$ cat config.mk
export PLATFORM = sky130hd
export DESIGN_NAME = softex_tcdm_splitter
export DESIGN_NICKNAME = d
export VERILOG_FILES = /design/src/rtl/softex_tcdm_splitter.sv
export SDC_FILE = /design/constraint.sdc
export NUM_CORES = 1
export LEC_CHECK = 0
export CAP_MARGIN = 20
export CELL_PAD_IN_SITES_DETAIL_PLACEMENT = 0
export CELL_PAD_IN_SITES_GLOBAL_PLACEMENT = 1
export CORE_AREA = 2 2 507 509
export DETAILED_ROUTE_END_ITERATION = 16
export DIE_AREA = 0 0 509 511
export DONT_BUFFER_PORTS = 1
export PLACE_DENSITY_LB_ADDON = 0.05
export RECOVER_POWER = 50
export SETUP_SLACK_MARGIN = 0.05
export SKIP_LAST_GASP = 1
export SLEW_MARGIN = 20
export SYNTH_ARGS = -nofsm -noshare
export SYNTH_HDL_FRONTEND = slang
export SYNTH_SLANG_ARGS = --single-unit
$ cat constraint.sdc
create_clock -name clk_i -period 29.2 [get_ports clk_i]
set_input_delay 1.46 -clock clk_i [delete_from_list [all_inputs] [get_ports clk_i]]
set_output_delay 1.46 -clock clk_i [all_outputs]
set_load 0.02 [all_outputs]
$ cat src/rtl/softex_tcdm_splitter.sv
// Wide-to-narrow TCDM splitter: fans one MP-port request out to independent
// 64-bit ports, tracks per-port grants, and reassembles per-port read
// responses into one in-order wide response.

// Small registered FIFO used for per-port read data and for read IDs.
module softex_tcdm_splitter_fifo #(
  parameter int unsigned DW    = 64,
  parameter int unsigned DEPTH = 2
) (
  input  logic          clk_i,
  input  logic          rst_i,
  input  logic          push_i,
  input  logic [DW-1:0] data_i,
  input  logic          pop_i,
  output logic [DW-1:0] data_o,
  output logic          empty_o,
  output logic          full_o
);
  localparam int unsigned PW = (DEPTH > 1) ? $clog2(DEPTH) : 1;
  localparam int unsigned CW = $clog2(DEPTH + 1);

  logic [DW-1:0] mem_q [DEPTH];
  logic [PW-1:0] wr_q, rd_q;
  logic [CW-1:0] cnt_q;
  logic          push_ok, pop_ok;

  function automatic logic [PW-1:0] inc(input logic [PW-1:0] p);
    return (p == PW'(DEPTH - 1)) ? '0 : p + PW'(1);
  endfunction

  assign full_o  = (cnt_q == CW'(DEPTH));
  assign empty_o = (cnt_q == '0);
  assign push_ok = push_i & ~full_o;
  assign pop_ok  = pop_i & ~empty_o;
  assign data_o  = mem_q[rd_q];

  // Storage, pointers and occupancy; storage is cleared so heads never read X.
  always_ff @(posedge clk_i or posedge rst_i) begin
    if (rst_i) begin
      for (int i = 0; i < DEPTH; i++) mem_q[i] <= '0;
      wr_q  <= '0;
      rd_q  <= '0;
      cnt_q <= '0;
    end else begin
      if (push_ok) begin
        mem_q[wr_q] <= data_i;
        wr_q        <= inc(wr_q);
      end
      if (pop_ok) rd_q <= inc(rd_q);
      if (push_ok & ~pop_ok)      cnt_q <= cnt_q + CW'(1);
      else if (~push_ok & pop_ok) cnt_q <= cnt_q - CW'(1);
    end
  end
endmodule

module softex_tcdm_splitter #(
  parameter int unsigned MP      = 4,
  parameter int unsigned PORT_DW = 64,
  parameter int unsigned AW      = 32,
  parameter int unsigned IW      = 8,
  parameter int unsigned STRIDE  = 32,
  parameter int unsigned DEPTH   = 2
) (
  input  logic                  clk_i,
  input  logic                  rst_i,
  input  logic                  in_req_i,
  output logic                  in_gnt_o,
  input  logic [AW-1:0]         in_add_i,
  input  logic                  in_wen_i,
  input  logic [MP*8-1:0]       in_be_i,
  input  logic [MP*PORT_DW-1:0] in_data_i,
  input  logic [IW-1:0]         in_id_i,
  output logic                  in_r_valid_o,
  input  logic                  in_r_ready_i,
  output logic [MP*PORT_DW-1:0] in_r_data_o,
  output logic [IW-1:0]         in_r_id_o,
  output logic [MP-1:0]         tcdm_req_o,
  input  logic [MP-1:0]         tcdm_gnt_i,
  output logic [MP*AW-1:0]      tcdm_add_o,
  output logic [MP-1:0]         tcdm_wen_o,
  output logic [MP*8-1:0]       tcdm_be_o,
  output logic [MP*PORT_DW-1:0] tcdm_data_o,
  input  logic [MP-1:0]         tcdm_r_valid_i,
  input  logic [MP*PORT_DW-1:0] tcdm_r_data_i,
  output logic [MP-1:0]         tcdm_r_ready_o
);
  localparam int unsigned CW = $clog2(DEPTH + 1);
  localparam logic [CW-1:0] DEPTH_C = CW'(DEPTH);

  logic [MP-1:0] granted_q, granted_d, all_g;
  logic [MP-1:0] full, empty;
  logic [CW-1:0] outst_q, outst_d;
  logic          can_issue, rd_acc, pop;
  logic          id_empty, id_full;

  // Writes never need a response slot, so only reads are credit-limited.
  assign can_issue = ~in_wen_i | (outst_q < DEPTH_C);

  // Ports already granted for this transaction drop their request.
  assign tcdm_req_o  = {MP{in_req_i & can_issue}} & ~granted_q;
  assign all_g       = granted_q | (tcdm_req_o & tcdm_gnt_i);
  assign in_gnt_o    = in_req_i & can_issue & (&all_g);
  assign granted_d   = in_gnt_o ? '0 : all_g;

  assign tcdm_wen_o  = {MP{in_wen_i}};
  assign tcdm_be_o   = in_be_i;
  assign tcdm_data_o = in_data_i;

  assign rd_acc         = in_gnt_o & in_wen_i;
  assign tcdm_r_ready_o = ~full;
  assign in_r_valid_o   = ~|empty;
  assign pop            = in_r_valid_o & in_r_ready_i;

  genvar ii;
  generate
    for (ii = 0; ii < MP; ii++) begin : g_port
      assign tcdm_add_o[ii*AW +: AW] = in_add_i + AW'(ii * STRIDE);

      softex_tcdm_splitter_fifo #(.DW(PORT_DW), .DEPTH(DEPTH)) u_rfifo (
        .clk_i  (clk_i),
        .rst_i  (rst_i),
        .push_i (tcdm_r_valid_i[ii] & tcdm_r_ready_o[ii]),
        .data_i (tcdm_r_data_i[ii*PORT_DW +: PORT_DW]),
        .pop_i  (pop),
        .data_o (in_r_data_o[ii*PORT_DW +: PORT_DW]),
        .empty_o(empty[ii]),
        .full_o (full[ii])
      );
    end
  endgenerate

  softex_tcdm_splitter_fifo #(.DW(IW), .DEPTH(DEPTH)) u_idfifo (
    .clk_i  (clk_i),
    .rst_i  (rst_i),
    .push_i (rd_acc),
    .data_i (in_id_i),
    .pop_i  (pop),
    .data_o (in_r_id_o),
    .empty_o(id_empty),
    .full_o (id_full)
  );

  // Outstanding reads: +1 on read accept, -1 on wide pop, unchanged if both.
  always_comb begin
    outst_d = outst_q;
    if (rd_acc & ~pop)      outst_d = outst_q + CW'(1);
    else if (~rd_acc & pop) outst_d = outst_q - CW'(1);
  end

  // Grant-tracking and credit state.
  always_ff @(posedge clk_i or posedge rst_i) begin
    if (rst_i) begin
      granted_q <= '0;
      outst_q   <= '0;
    end else begin
      granted_q <= granted_d;
      outst_q   <= outst_d;
    end
  end

  a_outst_max: assert property (@(posedge clk_i) disable iff (rst_i) outst_q <= DEPTH_C);
  a_id_room:   assert property (@(posedge clk_i) disable iff (rst_i) rd_acc |-> !id_full);
  a_id_avail:  assert property (@(posedge clk_i) disable iff (rst_i) pop |-> !id_empty);
endmodule

==> summary.md <==
| Metric | Value |
|---|---|
| Clk slew on worst S/H paths | `around 50 ps` |
| Initial DRC Count | `approximately 430` |
| Vias in the first global route | `16620` |
| WS Path Type | `in2async` |
| DRC | `0` |
| Final setup fails | `0` |
| Fin nets | `roughly 2400` |
| Worst-Margin Slew | `7297 ps` |
| Number of synthesized flops with an enable pin | `0` |
| Hold Path Class | `reg2reg` |
| I/O Pins | `1291` |
| First-pass GRT wire length | `between 100000 and 150000 um` |
| Internal | `approximately 2.6 mW` |
| Switching portion of total power | `around two fifths` |
| Status | `finished with violations` |
| Register bit total from synthesis | `between 500 and 600` |
| Initial antenna violation count | `38` |
| Hold Fails Final Rpt | `0` |
| Synth area leader | `dfrtp_1` |
| Slew Viols, Final | `between 700 and 800` |
| Area contributors post-synth | `dfrtp_1, mux2_2, buf_4` |
| # Post-CTS Setup Buffers | `0` |
| Placed insts | `slightly above 5000` |
| # H-tree levels | `3` |
| CP endpoint kind | `asynchronous set/reset pin` |
| Pre-antenna DRT Iters | `4` |
| Period utilization | `between 30% and 40%` |
| Avg Cell Area, Syn | `around 13 um^2` |
| Hold_buf cts | `0` |
| Setup TNS Final | `0 ps` |
| Switch Pwr | `between 1.5 and 2 mW` |
| Fmax | `between 80 and 90 MHz` |
| Failing checks | `capacitance limit, slew limit` |
| Worst VDD drop | `roughly 0.042 mV` |
| Via density | `between 2 and 3` |
| DRT Wirelength | `roughly 110000 um` |
| CP arrival | `9570 ps` |
| Flop pwr share | `approximately 33%` |
| Design Power | `between 4 and 5 mW` |
| Root Driver | `clkbuf_16` |
| Sequential element share of the synthesized area | `49.74%` |
| Die ar. | `0.2601 mm^2` |
| Top_reg_cell synth | `dfrtp_1` |
| Clock Path Buffers | `3` |
| Power share of the combinational group | `roughly 42%` |
| CP bufs+invs | `2` |
| Antenna Nets Post-Route | `0` |
| LEAKAGE | `11.94 nW` |
| # resized after CTS | `0` |
| Post-synth top area share | `between 40% and 50%` |
| Cell family with most CP delay | `buffers and inverters` |
| Vias | `14980` |
| P&R area growth vs syn | `15.06%` |
| Yosys warns | `0` |
| GPL Wtd Cong | `~0.7` |
| Layout cell share with drive strength beyond 1 | `around 52%` |
| CTS buffer count | `88` |
| Starting Density | `10.92%` |
| Pin count of the biggest net entering global routing | `between 100 and 150` |
| DR WL/cell | `between 20 and 25 um` |
| Gr usage total | `slightly above 8%` |
| Crit-path cells | `clkinvlp_2 -> clkbuf_1` |
| Worst path max stage delay | `roughly 5300 ps` |
| Clock power frac | `approximately a quarter` |
| Clk_lat worst skew | `700 ps` |
| Die height | `511 um` |
| Post-DP HPWL | `around 78000 um` |
| CTS tree | `built` |
| Relative slew slack | `-386.4%` |
| Post-Layout Cell Count | `5212` |
| Slowest-stage cell, CP | `clkbuf_1` |
| Critical Path Start Type | `input port` |
| Clock Sink Count | `554` |
| Gr ovfl total | `0` |
| Mapped Nets | `~2700` |
| Worst EP required | `between 20000 and 30000 ps` |
| Die W | `509 um` |
| Clock Skews | `between 20 and 30 ps` |
| RSZ-0062 raised after global routing | `no` |
| Async S/R FF share, synth | `100.0%` |
| PortBufs | `0` |
| Unique masters post-synth | `35` |
| Crit Path Max Fanout | `117` |
| Max-cap violation count | `15` |
| Cells after Synth | `just over 2000` |
| Synthesized area | `between 0.02 and 0.03 mm^2` |
| Crit path time final | `around 12000 ps` |
| Pwr Density | `around 130 mW/mm^2` |
| # rows | `186` |
| Core area | `approximately 0.26 mm^2` |
[synth_stat cells (all sizes together), types with 2 or more instances]
cell / count
a21oi: 5
buf: 405
clkbuf: 38
dfrtp: 554
ha: 10
inv: 11
mux2: 792
nand2: 41
nand2b: 6
nand3: 22
nand4: 13
nor2: 36
nor3: 14
nor4: 9
o22ai: 4
or2: 2
or3: 5
xnor2: 60
xor2: 42
[registers in the layout (all words and copies together), names as in the netlist]
name and count:
g_port.u_rfifo.cnt_q 8, g_port.u_rfifo.mem_q 512, g_port.u_rfifo.rd_q 4, g_port.u_rfifo.wr_q 4, granted_q 4, outst_q 2, u_idfifo.cnt_q 2, u_idfifo.mem_q 16
u_idfifo.rd_q 1, u_idfifo.wr_q 1
[final cells by class]
type / instances / area [um^2]
flip-flops and latches: 554 / 13880
well taps: 3384 / 4234
inverters: 11 / 42.54
multi-input cells: 1069 / 10770
repair buffers: 22 / 136.4
fillers: 28500 / 223200
clock inverters: 21 / 345.3
clock buffers: 134 / 2618
diodes: 17 / 42.54
[power by group through the flow]
| stage | Combinational, mW | Sequential, mW | Clock (mW) |
|---|---|---|---|
| floorplan | 1.48 | 1.31 | 0 |
| global placement | 1.83 | 1.40 | 0 |
| detailed placement | 1.84 | 1.41 | 0 |
| CTS | 1.85 | 1.40 | 1.18 |
| global route | 1.92 | 1.46 | 1.20 |
| finish | 1.77 | 1.39 | 1.10 |
[worst paths after layout]
check / slack, ps / cells after the start / from / end
min reg2reg: 500 / 1 / outst_q[0] / outst_q[0]
max in group clk_i: 23800 / 4 / g_port[2].u_rfifo.cnt_q[0] / g_port[2].u_rfifo.mem_q[25]
min in group asynchronous: 2110 / 1 / rst_i / g_port[0].u_rfifo.mem_q[87]
max reg2reg: 23800 / 4 / g_port[2].u_rfifo.cnt_q[0] / g_port[2].u_rfifo.mem_q[25]
max: 17550 / 2 / rst_i / g_port[2].u_rfifo.rd_q
min: 500 / 1 / outst_q[0] / outst_q[0]
[stage by stage]
stage	util (%)	hold slack (ps)	instance area [um^2]	setup WS, ps
final	12.56	496.4	32070	17550
after global routing	12.55	506.3	32040	14810
after CTS	12.60	499.6	32170	24070
after detailed placement	11.44	485.4	29210	24070
after global placement	11.44	478.8	29210	23990
after floorplan	-	458.2	27870	12250
[cell usage in the layout, fill, tap and decap left out, types with 6 or more instances in the layout]
| master | count |
|---|---|
| buf_4 | 10 |
| nor3_1 | 13 |
| mux2_2 | 791 |
| ha_1 | 10 |
| clkinv_2 | 7 |
| nand2_1 | 41 |
| xnor2_1 | 60 |
| clkbuf_1 | 35 |
| nand2b_1 | 6 |
| nor4_1 | 8 |
| inv_1 | 10 |
| dfrtp_1 | 550 |
| clkbuf_8 | 20 |
| nand3_1 | 22 |
| nor2_1 | 34 |
| xor2_1 | 42 |
| bufinv_16 | 7 |
| diode_2 | 17 |
| clkbuf_16 | 90 |
| nand4_1 | 12 |
[routing by layer]
metal  track usage [%]  wire length (um)  up-vias
li1                  -                 -     6223
met1             7.687             35740     7680
met2             13.27             51430      715
met3             6.225             17240      309
met4             4.146              5413       56
met5                 0               447        -
[logic make-up after synthesis]
group | count (synthesis) | share of synthesized area, %
simple gates | 153 | 2.779
buf+inv | 454 | 11.55
flops | 554 | 49.74
xor+xnor | 102 | 3.206
fa+ha+maj | 10 | 0.4490
compound gates | 12 | 0.2694
mux | 792 | 32.00
(Power assumes the default switching activity.)
